$ cat src/rtl/b16_mac_pkg.sv
// ----------------------------------------------------------------------------
// b16_mac_pkg
//   Shared definitions for the b16 bit-serial MAC datapath.
//   - B16_LANES / B16_PREC / B16_PW : default lane count, word precision and
//     width of a precision field ($clog2(PREC)+1).
//   - state_t with ST_IDLE / ST_SEND : serializer FSM encoding.
// ----------------------------------------------------------------------------
package b16_mac_pkg;

    localparam int B16_LANES = 16;
    localparam int B16_PREC  = 16;
    localparam int B16_PW    = 5;

    typedef logic state_t;

    localparam state_t ST_IDLE = 1'b0;  // active buffer empty
    localparam state_t ST_SEND = 1'b1;  // active buffer holds a vector being sent

endpackage

$ cat src/rtl/b16_bitplane_select.sv
// ----------------------------------------------------------------------------
// b16_bitplane_select
//   Combinational column mux: picks bit bit_idx_i of every lane word and packs
//   the results into one LANES-wide bit-plane. Shared by the activation and
//   weight serializers.
//   Ports:
//     words_i   [LANES*PREC]  lane k word = words_i[k*PREC +: PREC]
//     bit_idx_i [IW]          column (bit position) to extract
//     plane_o   [LANES]       plane_o[k] = lane k word[bit_idx_i]
// ----------------------------------------------------------------------------
module b16_bitplane_select #(
    parameter int LANES = 16,
    parameter int PREC  = 16,
    parameter int IW    = 4
) (
    input  logic [LANES*PREC-1:0] words_i,
    input  logic [IW-1:0]         bit_idx_i,
    output logic [LANES-1:0]      plane_o
);

    for (genvar k = 0; k < LANES; k++) begin : g_lane
        logic [PREC-1:0] lane_word;
        assign lane_word  = words_i[k*PREC +: PREC];
        assign plane_o[k] = lane_word[bit_idx_i];
    end

endmodule

$ cat src/rtl/b16_bitplane_serializer.sv
// ----------------------------------------------------------------------------
// b16_bitplane_serializer
//   Transmit side of the bit-serial MAC: takes a vector of LANES words and
//   emits one LANES-wide bit-plane per cycle, MSB plane first, with first/last
//   markers. An active + shadow buffer pair lets vectors stream back-to-back
//   with no bubble cycles.
//   Ports:
//     clk, rst      clock, asynchronous active-high reset
//     in_valid      input vector valid
//     in_ready      vector can be accepted (shadow buffer empty)
//     in_words      LANES*PREC packed lane words
//     in_prec       bits to send, 1..PREC; 0 or >PREC means PREC
//     out_valid     out_plane holds a valid plane
//     out_ready     downstream accepts the plane
//     out_plane     bit k = lane k word[bit_idx]
//     out_first     MSB plane of a vector
//     out_last      bit 0 plane of a vector
//     busy          active or shadow buffer occupied
// ----------------------------------------------------------------------------
module b16_bitplane_serializer
    import b16_mac_pkg::*;
#(
    parameter int LANES = B16_LANES,
    parameter int PREC  = B16_PREC,
    parameter int PW    = B16_PW
) (
    input  logic                  clk,
    input  logic                  rst,
    input  logic                  in_valid,
    output logic                  in_ready,
    input  logic [LANES*PREC-1:0] in_words,
    input  logic [PW-1:0]         in_prec,
    output logic                  out_valid,
    input  logic                  out_ready,
    output logic [LANES-1:0]      out_plane,
    output logic                  out_first,
    output logic                  out_last,
    output logic                  busy
);

    localparam int IW = (PREC > 1) ? $clog2(PREC) : 1;

    // Out-of-range precision requests fall back to full precision.
    function automatic logic [PW-1:0] eff_prec(input logic [PW-1:0] p);
        if (p == '0 || p > PW'(PREC)) begin
            return PW'(PREC);
        end
        return p;
    endfunction

    // ------------------------------------------------------------------
    // State and buffers
    // ------------------------------------------------------------------
    state_t                  state_q,     state_d;
    logic [LANES*PREC-1:0]   act_words_q, act_words_d;
    logic [PW-1:0]           act_prec_q,  act_prec_d;
    logic [PW-1:0]           bit_idx_q,   bit_idx_d;
    logic [LANES*PREC-1:0]   shd_words_q, shd_words_d;
    logic [PW-1:0]           shd_prec_q,  shd_prec_d;
    logic                    shd_full_q,  shd_full_d;

    // Control strobes from the FSM to the datapath
    logic                    xfer;        // input handshake this cycle
    logic                    adv;         // plane handshake this cycle
    logic                    vec_done;    // last plane of active vector accepted
    logic                    load_act;    // input vector goes straight into active
    logic                    promote;     // shadow moves into active
    logic                    dec_idx;     // step to next lower bit
    logic [PW-1:0]           in_prec_eff;
    logic [LANES-1:0]        sel_plane;

    assign xfer        = in_valid && !shd_full_q;
    assign adv         = (state_q == ST_SEND) && out_ready;
    assign vec_done    = adv && (bit_idx_q == '0);
    assign in_prec_eff = eff_prec(in_prec);

    // ------------------------------------------------------------------
    // FSM state register
    // ------------------------------------------------------------------
    always_ff @(posedge clk or posedge rst) begin
        if (rst) begin
            state_q <= ST_IDLE;
        end else begin
            state_q <= state_d;
        end
    end

    // ------------------------------------------------------------------
    // FSM next-state and control strobes
    // ------------------------------------------------------------------
    always_comb begin
        state_d  = state_q;
        load_act = 1'b0;
        promote  = 1'b0;
        dec_idx  = 1'b0;
        case (state_q)
            ST_IDLE: begin
                if (xfer) begin
                    load_act = 1'b1;
                    state_d  = ST_SEND;
                end
            end
            ST_SEND: begin
                if (adv) begin
                    if (!vec_done) begin
                        dec_idx = 1'b1;
                    end else if (shd_full_q) begin
                        promote = 1'b1;
                    end else if (xfer) begin
                        // Handoff on the last plane: no IDLE cycle in between.
                        load_act = 1'b1;
                    end else begin
                        state_d = ST_IDLE;
                    end
                end
            end
            default: state_d = ST_IDLE;
        endcase
    end

    // ------------------------------------------------------------------
    // Buffer / counter next values
    // ------------------------------------------------------------------
    always_comb begin
        act_words_d = act_words_q;
        act_prec_d  = act_prec_q;
        bit_idx_d   = bit_idx_q;
        shd_words_d = shd_words_q;
        shd_prec_d  = shd_prec_q;
        shd_full_d  = shd_full_q;

        if (dec_idx) begin
            bit_idx_d = bit_idx_q - PW'(1);
        end

        if (promote) begin
            act_words_d = shd_words_q;
            act_prec_d  = shd_prec_q;
            bit_idx_d   = shd_prec_q - PW'(1);
            shd_full_d  = 1'b0;
        end

        // An accepted vector not taken by active lands in the shadow.
        // xfer implies the shadow is empty, so this never collides with promote.
        if (load_act) begin
            act_words_d = in_words;
            act_prec_d  = in_prec_eff;
            bit_idx_d   = in_prec_eff - PW'(1);
        end else if (xfer) begin
            shd_words_d = in_words;
            shd_prec_d  = in_prec_eff;
            shd_full_d  = 1'b1;
        end
    end

    always_ff @(posedge clk or posedge rst) begin
        if (rst) begin
            act_words_q <= '0;
            act_prec_q  <= '0;
            bit_idx_q   <= '0;
            shd_words_q <= '0;
            shd_prec_q  <= '0;
            shd_full_q  <= 1'b0;
        end else begin
            act_words_q <= act_words_d;
            act_prec_q  <= act_prec_d;
            bit_idx_q   <= bit_idx_d;
            shd_words_q <= shd_words_d;
            shd_prec_q  <= shd_prec_d;
            shd_full_q  <= shd_full_d;
        end
    end

    // ------------------------------------------------------------------
    // Column select of the active buffer
    // ------------------------------------------------------------------
    b16_bitplane_select #(
        .LANES (LANES),
        .PREC  (PREC),
        .IW    (IW)
    ) u_select (
        .words_i   (act_words_q),
        .bit_idx_i (bit_idx_q[IW-1:0]),
        .plane_o   (sel_plane)
    );

    // ------------------------------------------------------------------
    // Outputs: derived only from registers, so no in->out combinational path
    // ------------------------------------------------------------------
    always_comb begin
        in_ready  = !shd_full_q;
        out_valid = (state_q == ST_SEND);
        out_plane = out_valid ? sel_plane : '0;
        out_first = out_valid && (bit_idx_q == act_prec_q - PW'(1));
        out_last  = out_valid && (bit_idx_q == '0);
        busy      = out_valid || shd_full_q;
    end

endmodule
$ cat config.mk
export PLATFORM = sky130hd
export DESIGN_NAME = b16_bitplane_serializer
export DESIGN_NICKNAME = d
export VERILOG_FILES = /design/src/rtl/b16_mac_pkg.sv /design/src/rtl/b16_bitplane_select.sv /design/src/rtl/b16_bitplane_serializer.sv
export SDC_FILE = /design/constraint.sdc
export NUM_CORES = 1
export LEC_CHECK = 0
export CORE_ASPECT_RATIO = 1.75
export CORE_MARGIN = 2
export CORE_UTILIZATION = 40
export DETAILED_ROUTE_END_ITERATION = 10
export SLEW_MARGIN = 40
export SYNTH_ARGS = -nofsm -noshare
export SYNTH_HDL_FRONTEND = slang
export SYNTH_HIERARCHICAL = 1
export SYNTH_SLANG_ARGS = --single-unit
$ cat constraint.sdc
create_clock -name clk -period 20.3 [get_ports clk]
set_input_delay 3.045 -clock clk [delete_from_list [all_inputs] [get_ports clk]]
set_output_delay 3.045 -clock clk [all_outputs]
set_load 0.01 [all_outputs]
==> results.md, run 1 <==
Finish:
- The filler cells instantiated in the layout total around 5.4k.
- The fraction of final layout cells with drive strength greater than 1 is 7.014%.
- The net count of the finished layout is 2935.
- The synthesis-to-finish area growth is 21.67%.

Global routing:
- The total congestion overflow is 0.
- The aggregate global-route resource usage is between 20 and 25%.
- The first global-routing pass estimated 105500 microns of wire.
- Entering global routing, the biggest net connects 184 pins.
- The via count of the first global-routing pass is 18.47k.
- The initial antenna violation count came to 11.

Detailed routing:
- In the final routed layout, each cell accounts on average for approximately 19 microns.
- Before antenna repair, the detailed router went through 5 iterations.
- The post-detailed-routing wire length is 66220 microns.
- The DRC violation count after routing is 0.
- After the first detailed-routing iteration, the DRC count stood at 1482.
- Detailed routing inserted a total of approximately 18k vias.
- The detail route stage leaves a number of antenna-violating nets equal to 0.
- After detailed routing, the number of vias per cell comes to 5.225.

Place:
- The detailed-placement wirelength estimate is 41440 microns.
- During placement, the flow inserted port buffers numbering 285.
- At the end of routability-driven placement, the weighted congestion stood at 0.8065.

Pwr:
- The share of total power dissipated in sequential elements is 45.0%.
- In this run the power density over the cells is around 110 nW/um^2.
- VDD sags by at most 0.07454 mV.
- The analysis attributes to cell leakage a power of 0.01424 uW.
- For this design the total switching power over the nets is 931.2 uW.
- The share of power burned in combinational logic is 22.7%.
- The switching part of the total power is 28.75%.
- The clock network accounts for 32.2% of the total power.
- The internal portion of the total power is 2308 uW.

Clock tree:
- After clock tree synthesis, the repair step resized 0 gates.
- The tree built by TritonCTS fans out to 529 sinks.
- The clock passes through at most 3 buffers.
- The clock transition at the register clock pins on the worst setup and hold paths after CTS is 0.06 ns.
- The clock insertion delay at the later pin of the skew report is between 0.5 and 0.6 ns.
- Hold repair after CTS inserted 0 buffers.
- The post-CTS setup repair buffer count is 0.
- The H-tree depth is 2.
- The number of CTS-inserted buffers is 50.
- TritonCTS built the clock tree.
- Clock tree synthesis selected as its root buffer the cell sky130_fd_sc_hd__clkbuf_16.

Logic synthesis:
- Synthesis produced a netlist whose cell count is about 2.5k.
- Yosys instantiated no cell more often than sky130_fd_sc_hd__nand2_1.
- The cell type with the largest total area after synthesis is sky130_fd_sc_hd__dfrtp_1.
- Ranked by instance count, the synthesized netlist is headed by sky130_fd_sc_hd__nand2_1 (1313), sky130_fd_sc_hd__dfrtp_1 (529), sky130_fd_sc_hd__a22oi_1 (288).
- Of all flip-flops after synthesis, the portion carrying an async set or reset was 100.0%.
- After synthesis, the cell types taking the most area are sky130_fd_sc_hd__dfrtp_1 (56%), sky130_fd_sc_hd__nand2_1 (21%), sky130_fd_sc_hd__a22oi_1 (9.1%).
- The number of library cell types mapped by synthesis is slightly below 60.
- In this run, synthesis produced a sequential element count of 529.
- After synthesis the cells add up to 23710 sq um.
- During synthesis, Yosys emitted a total of 6 warnings.
- The share of the yosys chip area belonging to registers is 55.84%.
- The prevailing post-synth register cell is sky130_fd_sc_hd__dfrtp_1.
- The synthesized design contains 0 enable-type register cells.
- The synthesized area per cell is 9.589 sq um.
- In this run the biggest area consumer among cell types represents between 50% and 60% of the synthesized area.
- The number of nets handed over by synthesis was 2740.

STA:
- The post-route clock skew is 0.01391 ns.
- The count of final hold-check violations is 0.
- Headroom to the max-slew limit came out at 41.07%.
- The total negative slack is 0 ns.
- Setup repair after global routing left no endpoint under its margin.
- The minimum hold slack is 0.4687 ns.
- For the pin with the worst max-slew slack, the measured transition is between 0.8 and 0.9 ns.
- The number of failing setup endpoints in the final timing report is 0.
- The share of the clock period used by the worst path after layout is 33.15%.
- The maximum clock frequency is roughly 150 MHz.
- The smallest clock period supported by the final layout is computed as just under 7 ns.
- The max-slew violation count is 0.

Critical path:
- At the worst endpoint, the arrival time is roughly 3.7 ns.
- At the worst endpoint, the required time is 17.26 ns.
- The worst setup path is captured at an output pin.
- In this run the worst path has a maximum fanout of 33.
- The category of the worst setup path launch point is a flip-flop.
- The kind of critical path is reg -> out.

Floorplanning:
- The count of pins on the block boundary is 286.
- In this run the vertical extent of the chip is 326.0 microns.
- The region available for standard cell placement spans about 60000 sq um.
- The horizontal die dimension is 188.0 microns.
- The starting density of the core is 40.24%.
- The number of standard-cell rows in the floorplan is 118.
- The die covers 61300 sq um.

Run status:
- The run finished with clean final reports.

Min path:
- The worst hold path belongs to the class reg -> reg.

Run:
- The number of max-capacitance violations reported is 0.
## sequential cells by signal (all words and copies together), names as in the netlist
signal,flops
act_prec_q,5
act_words_q,256
shd_full_q,1
out_valid,1
shd_prec_q,5
bit_idx_q,5
shd_words_q,256
## layout make-up
cell class / instances / area, sq um / share of cell area [%]
multi-input cells: 1769 / 9423 / 32.67
diodes: 4 / 10.01 / 0.03470
flip-flops and latches: 529 / 13250 / 45.94
inverters: 5 / 31.28 / 0.1085
clock buffers: 75 / 1519 / 5.266
repair buffers: 312 / 3312 / 11.48
clock inverters: 19 / 322.8 / 1.119
well taps: 780 / 975.9 / 3.384
## cells in the final DEF (no fill, tap or decap), drive strengths merged, types with 2 or more instances in the layout
master         instances
a21oi                  7
nand4b                 2
a31oi                  2
nand3                  2
nand2b                 6
clkdlybuf4s50        285
o211a                  2
dfrtp                529
a22oi                289
clkinv                 9
bufinv                 9
and2                  20
ha                     3
nor2                   7
clkbuf                75
o211ai                 2
inv                    5
mux2                   2
nand2               1314
diode                  4
o2bb2ai                2
xnor2                  4
xor2                   2
mux4                  64
nor4                   2
buf                   27
nor2b                  4
o21ai                  8
a21o                   2
nand4                  3
## metal layers
metal | track usage, % | share of wire [%] | vias up
met5 | 0 | 0.12 | -
met4 | 8.439 | 3.6 | 12
met3 | 3.211 | 5.4 | 111
met2 | 36.07 | 49 | 542
met1 | 28.62 | 42 | 8990
li1 | - | - | 8595
## worst max-delay path, stage by stage (launching register included)
cell                              delay [ns]
sky130_fd_sc_hd__dfrtp_4                0.73
sky130_fd_sc_hd__buf_4                  0.65
sky130_fd_sc_hd__mux4_1                 0.63
sky130_fd_sc_hd__a22oi_1                0.29
sky130_fd_sc_hd__nand2_1                0.13
sky130_fd_sc_hd__and2_1                 0.17
sky130_fd_sc_hd__clkdlybuf4s50_1        0.47
## logic make-up after synthesis
group | count (synthesis) | synth area share (%)
AO/OA/AOI/OAI | 322 | 10.31
XOR/XNOR | 6 | 0.2217
adder cells (fa/ha/maj) | 3 | 0.1584
buffers and inverters | 174 | 4.597
flip-flops | 529 | 55.84
multiplexers | 67 | 6.392
AND/OR/NAND/NOR | 1371 | 22.47
## per-stage QoR
step	instances	utilization [%]	worst slack [ns]	cell area [sq um]	total power (uW)
after floorplan	2472	-	2.473	23710	1915
after global placement	3385	45.30	13.71	26690	2175
after detailed placement	3393	45.71	14.06	26930	2223
after CTS	3487	48.84	13.46	28770	3279
after global routing	3493	48.96	13.35	28840	3418
final	3493	48.96	13.57	28840	3239
## worst paths after layout
kind | start | to | slack [ns] | depth (start not counted)
worst max-delay path | bit_idx_q[0] | out_plane[15] | 13.57 | 6
worst min-delay path | act_words_q[145] | act_words_q[145] | 0.47 | 2
worst max register to register | bit_idx_q[1] | bit_idx_q[4] | 16.18 | 10
worst min register to register | act_words_q[145] | act_words_q[145] | 0.47 | 2
max in group asynchronous | rst | bit_idx_q[0] | 15.63 | 4
min in group asynchronous | rst | shd_words_q[17] | 3.02 | 2
## power groups by stage
stage               clock [uW]  combinational [uW]  sequential, uW
floorplan                    0                 504            1410
global placement             0                 694            1480
detailed placement           0                 745            1480
CTS                       1070                 750            1460
global route              1110                 818            1490
finish                    1040                 736            1460
No activity file was read; power rests on OpenSTA's default activity.
==> run 2: changes to the inputs <==
clock period = 5.48 ns   (was 20.3 ns; I/O delays follow)
==> results.md, run 2 (synthesized netlist as in run 1, its figures left out) <==
Clock tree:
- For the worst-skew pair, the clock arrives at the later sink with an insertion delay of 0.59 ns.
- The cell at the root of the clock tree is sky130_fd_sc_hd__clkbuf_16.
- The TritonCTS clock tree is yes.
- The clock drives 529 sinks.
- The number of resized instances in the post-cts repair step is 0.
- The clock passes through at most 3 buffers.
- The clock transition at the register clock pins on the worst setup and hold paths after CTS is 0.06 ns.
- The cts-stage hold buffer count is 0.
- The post-CTS setup repair buffer count is 0.
- The number of CTS-inserted buffers is a little over 50.
- The H-tree depth is 2.

Critical path:
- The category of the worst setup path launch point is a flip-flop.
- The largest driver fanout on the critical path is 34.
- The setup path with the least slack is of type reg -> out.
- STA puts the critical path data arrival time at 3.63 ns.
- The data required time at the worst endpoint is 4.66 ns.
- The worst setup path is captured at an output pin.

Global routing:
- The first-pass GRT wire length is 106700 microns.
- The initial antenna violation count is 9.
- Entering global routing, the biggest net connects 150 pins.
- The via count of the first global-routing pass is around 19k.
- In the global route stage, overall resource usage came out at 22.09%.
- Summed over all layers, the global routing overflow is 0.

Finish:
- In the layout the commonest cells are sky130_fd_sc_hd__nand2_1 (1313), sky130_fd_sc_hd__dfrtp_1 (526), sky130_fd_sc_hd__a22oi_1 (288), sky130_fd_sc_hd__clkdlybuf4s50_1 (285), sky130_fd_sc_hd__mux4_2 (54).
- In the final layout, the multi-input gates occupy 9422 sq um.
- The fraction of final layout cells with drive strength greater than 1 is under 10%.
- The number of nets in the final layout is 2944.
- The fraction of the core area covered by cells at the end of the flow is 48.70%.
- Leaving out fill and tap cells, the most frequent cell in the layout is sky130_fd_sc_hd__nand2_1.
- The largest registers in the layout are act_words_q: 256 flops, shd_words_q: 256 flops.
- Compared with the post-synthesis result, the final layout area differs by 21.02%.
- The area taken by flip-flops and latches is 13250 sq um.
- The layout has 5453 filler cells.

STA:
- Across all hold checks on the routed design, the worst slack comes to 0.4674 ns.
- The max-slew violation count was 0.
- Across the routed clock network, the largest skew measured is 0.01259 ns.
- Setup violations remaining at the end of the flow were counted as 0.
- The relative slew slack is 43.75%.
- The slew at the pin closest to its max-slew limit is 0.8437 ns.
- Adding up every negative setup slack in the final design gives 0 ns.
- Of the available clock period, the critical path in the final layout requires 81.21%.
- The maximum clock frequency is 224.7 MHz.
- Setup repair after global routing left no endpoint under its margin.
- The least setup slack across all paths after layout is 1.030 ns.
- The worst path in the final design needs a cycle of 4.450 ns, including I/O delays and setup.
- The count of final hold-check violations was 0.

Detailed routing:
- The detailed router finished its first iteration with 1313 violations.
- In the routed design, unresolved DRC markers number 0.
- For this block, the routed nets add up to 67030 microns of wire.
- The remaining antenna violation count after routing is 0.
- The ratio of routed vias to standard cells is 5.246.
- After detailed routing, the average wire length per cell comes to about 19 microns.
- The vias after detailed routing is 18.36k.
- The first-pass iteration count of the detailed router is 9.

Place:
- Once detailed placement completed, the half-perimeter wirelength came to 42730 microns.
- The post-place setup slack is about 1.6 ns.
- Routability-driven placement finished with a final weighted congestion of 0.8140.
- The number of buffers added on ports is between 200 and 300.

Floorplanning:
- The floorplan step set the die width to 188.0 microns.
- During I/O placement, the number of pins put on the boundary was 286.
- The placeable core region is 58910 sq um.
- The starting density of the core is 40.24%.
- The full die area is about 61000 sq um.
- The die height is 326.0 microns.
- The number of standard-cell rows in the floorplan is 118.

Pwr:
- The power per cell area is 404.4 nW/um^2.
- VDD sags by at most ~0.33 mV.
- The overall power of the completed layout is 11600 uW.
- The total leakage power is between 0.01 and 0.015 uW.

Run status:
- The flow ran to the end, and the final reports show no timing, DRC or antenna violations.

Min path:
- The tightest min-delay check is of the reg -> reg type.

Run:
- Across the run, the number of max-cap violations was 0.
==> run 2: path summary, 6_finish.rpt <==
kind                                   from                to  slack (ns)  cells after the start
max in group asynchronous               rst  shd_words_q[153]        3.59                      5
max reg2reg                    bit_idx_q[0]  act_words_q[226]        2.32                      7
min in group asynchronous               rst    shd_words_q[7]        0.60                      2
max                            bit_idx_q[0]      out_plane[3]        1.03                      6
min                        act_words_q[102]  act_words_q[102]        0.47                      2
min reg2reg                act_words_q[102]  act_words_q[102]        0.47                      2
==> run 2: routing by layer <==
| metal | up-vias | share of wire, % | GRT usage [%] |
|---|---|---|---|
| met2 | 580 | 49 | 37.31 |
| met1 | 9015 | 41 | 28.16 |
| met3 | 139 | 6.0 | 3.749 |
| met5 | - | 0.11 | 0 |
| li1 | 8611 | - | - |
| met4 | 12 | 4.0 | 9.004 |
==> run 2: final cells by class <==
class | count | area share, %
timing repair buffer | 320 | 11.85
clock inverter | 13 | 0.3271
multi-input combinational | 1769 | 32.84
clock buffer | 80 | 5.290
inverter | 5 | 0.07851
sequential | 529 | 46.18
antenna | 3 | 0.02617
tap | 780 | 3.402
==> run 2: power breakdown <==
group	total (uW)	switching [uW]	leakage [uW]	internal, uW
registers	5390	592	0.00669	4800
clock network	3460	1520	0.000801	1940
logic	2750	1320	0.00667	1430
total	11600	3430	0.0142	8170
==> run 2: through the flow <==
stage          cell area [sq um]  instances
6_report                   28690       3499
5_1_grt                    28690       3499
4_1_cts                    28590       3493
3_5_place_dp               26980       3400
3_3_place_gp               26780       3390
2_1_floorplan              23710       2472
==> run 2: worst max-delay path, cell delays in order, from the launching register on <==
cell	delay (ns)
sky130_fd_sc_hd__dfrtp_4	0.89
sky130_fd_sc_hd__buf_4	0.52
sky130_fd_sc_hd__mux4_1	0.60
sky130_fd_sc_hd__a22oi_1	0.23
sky130_fd_sc_hd__nand2_1	0.09
sky130_fd_sc_hd__and2_1	0.19
sky130_fd_sc_hd__clkdlybuf4s50_1	0.49
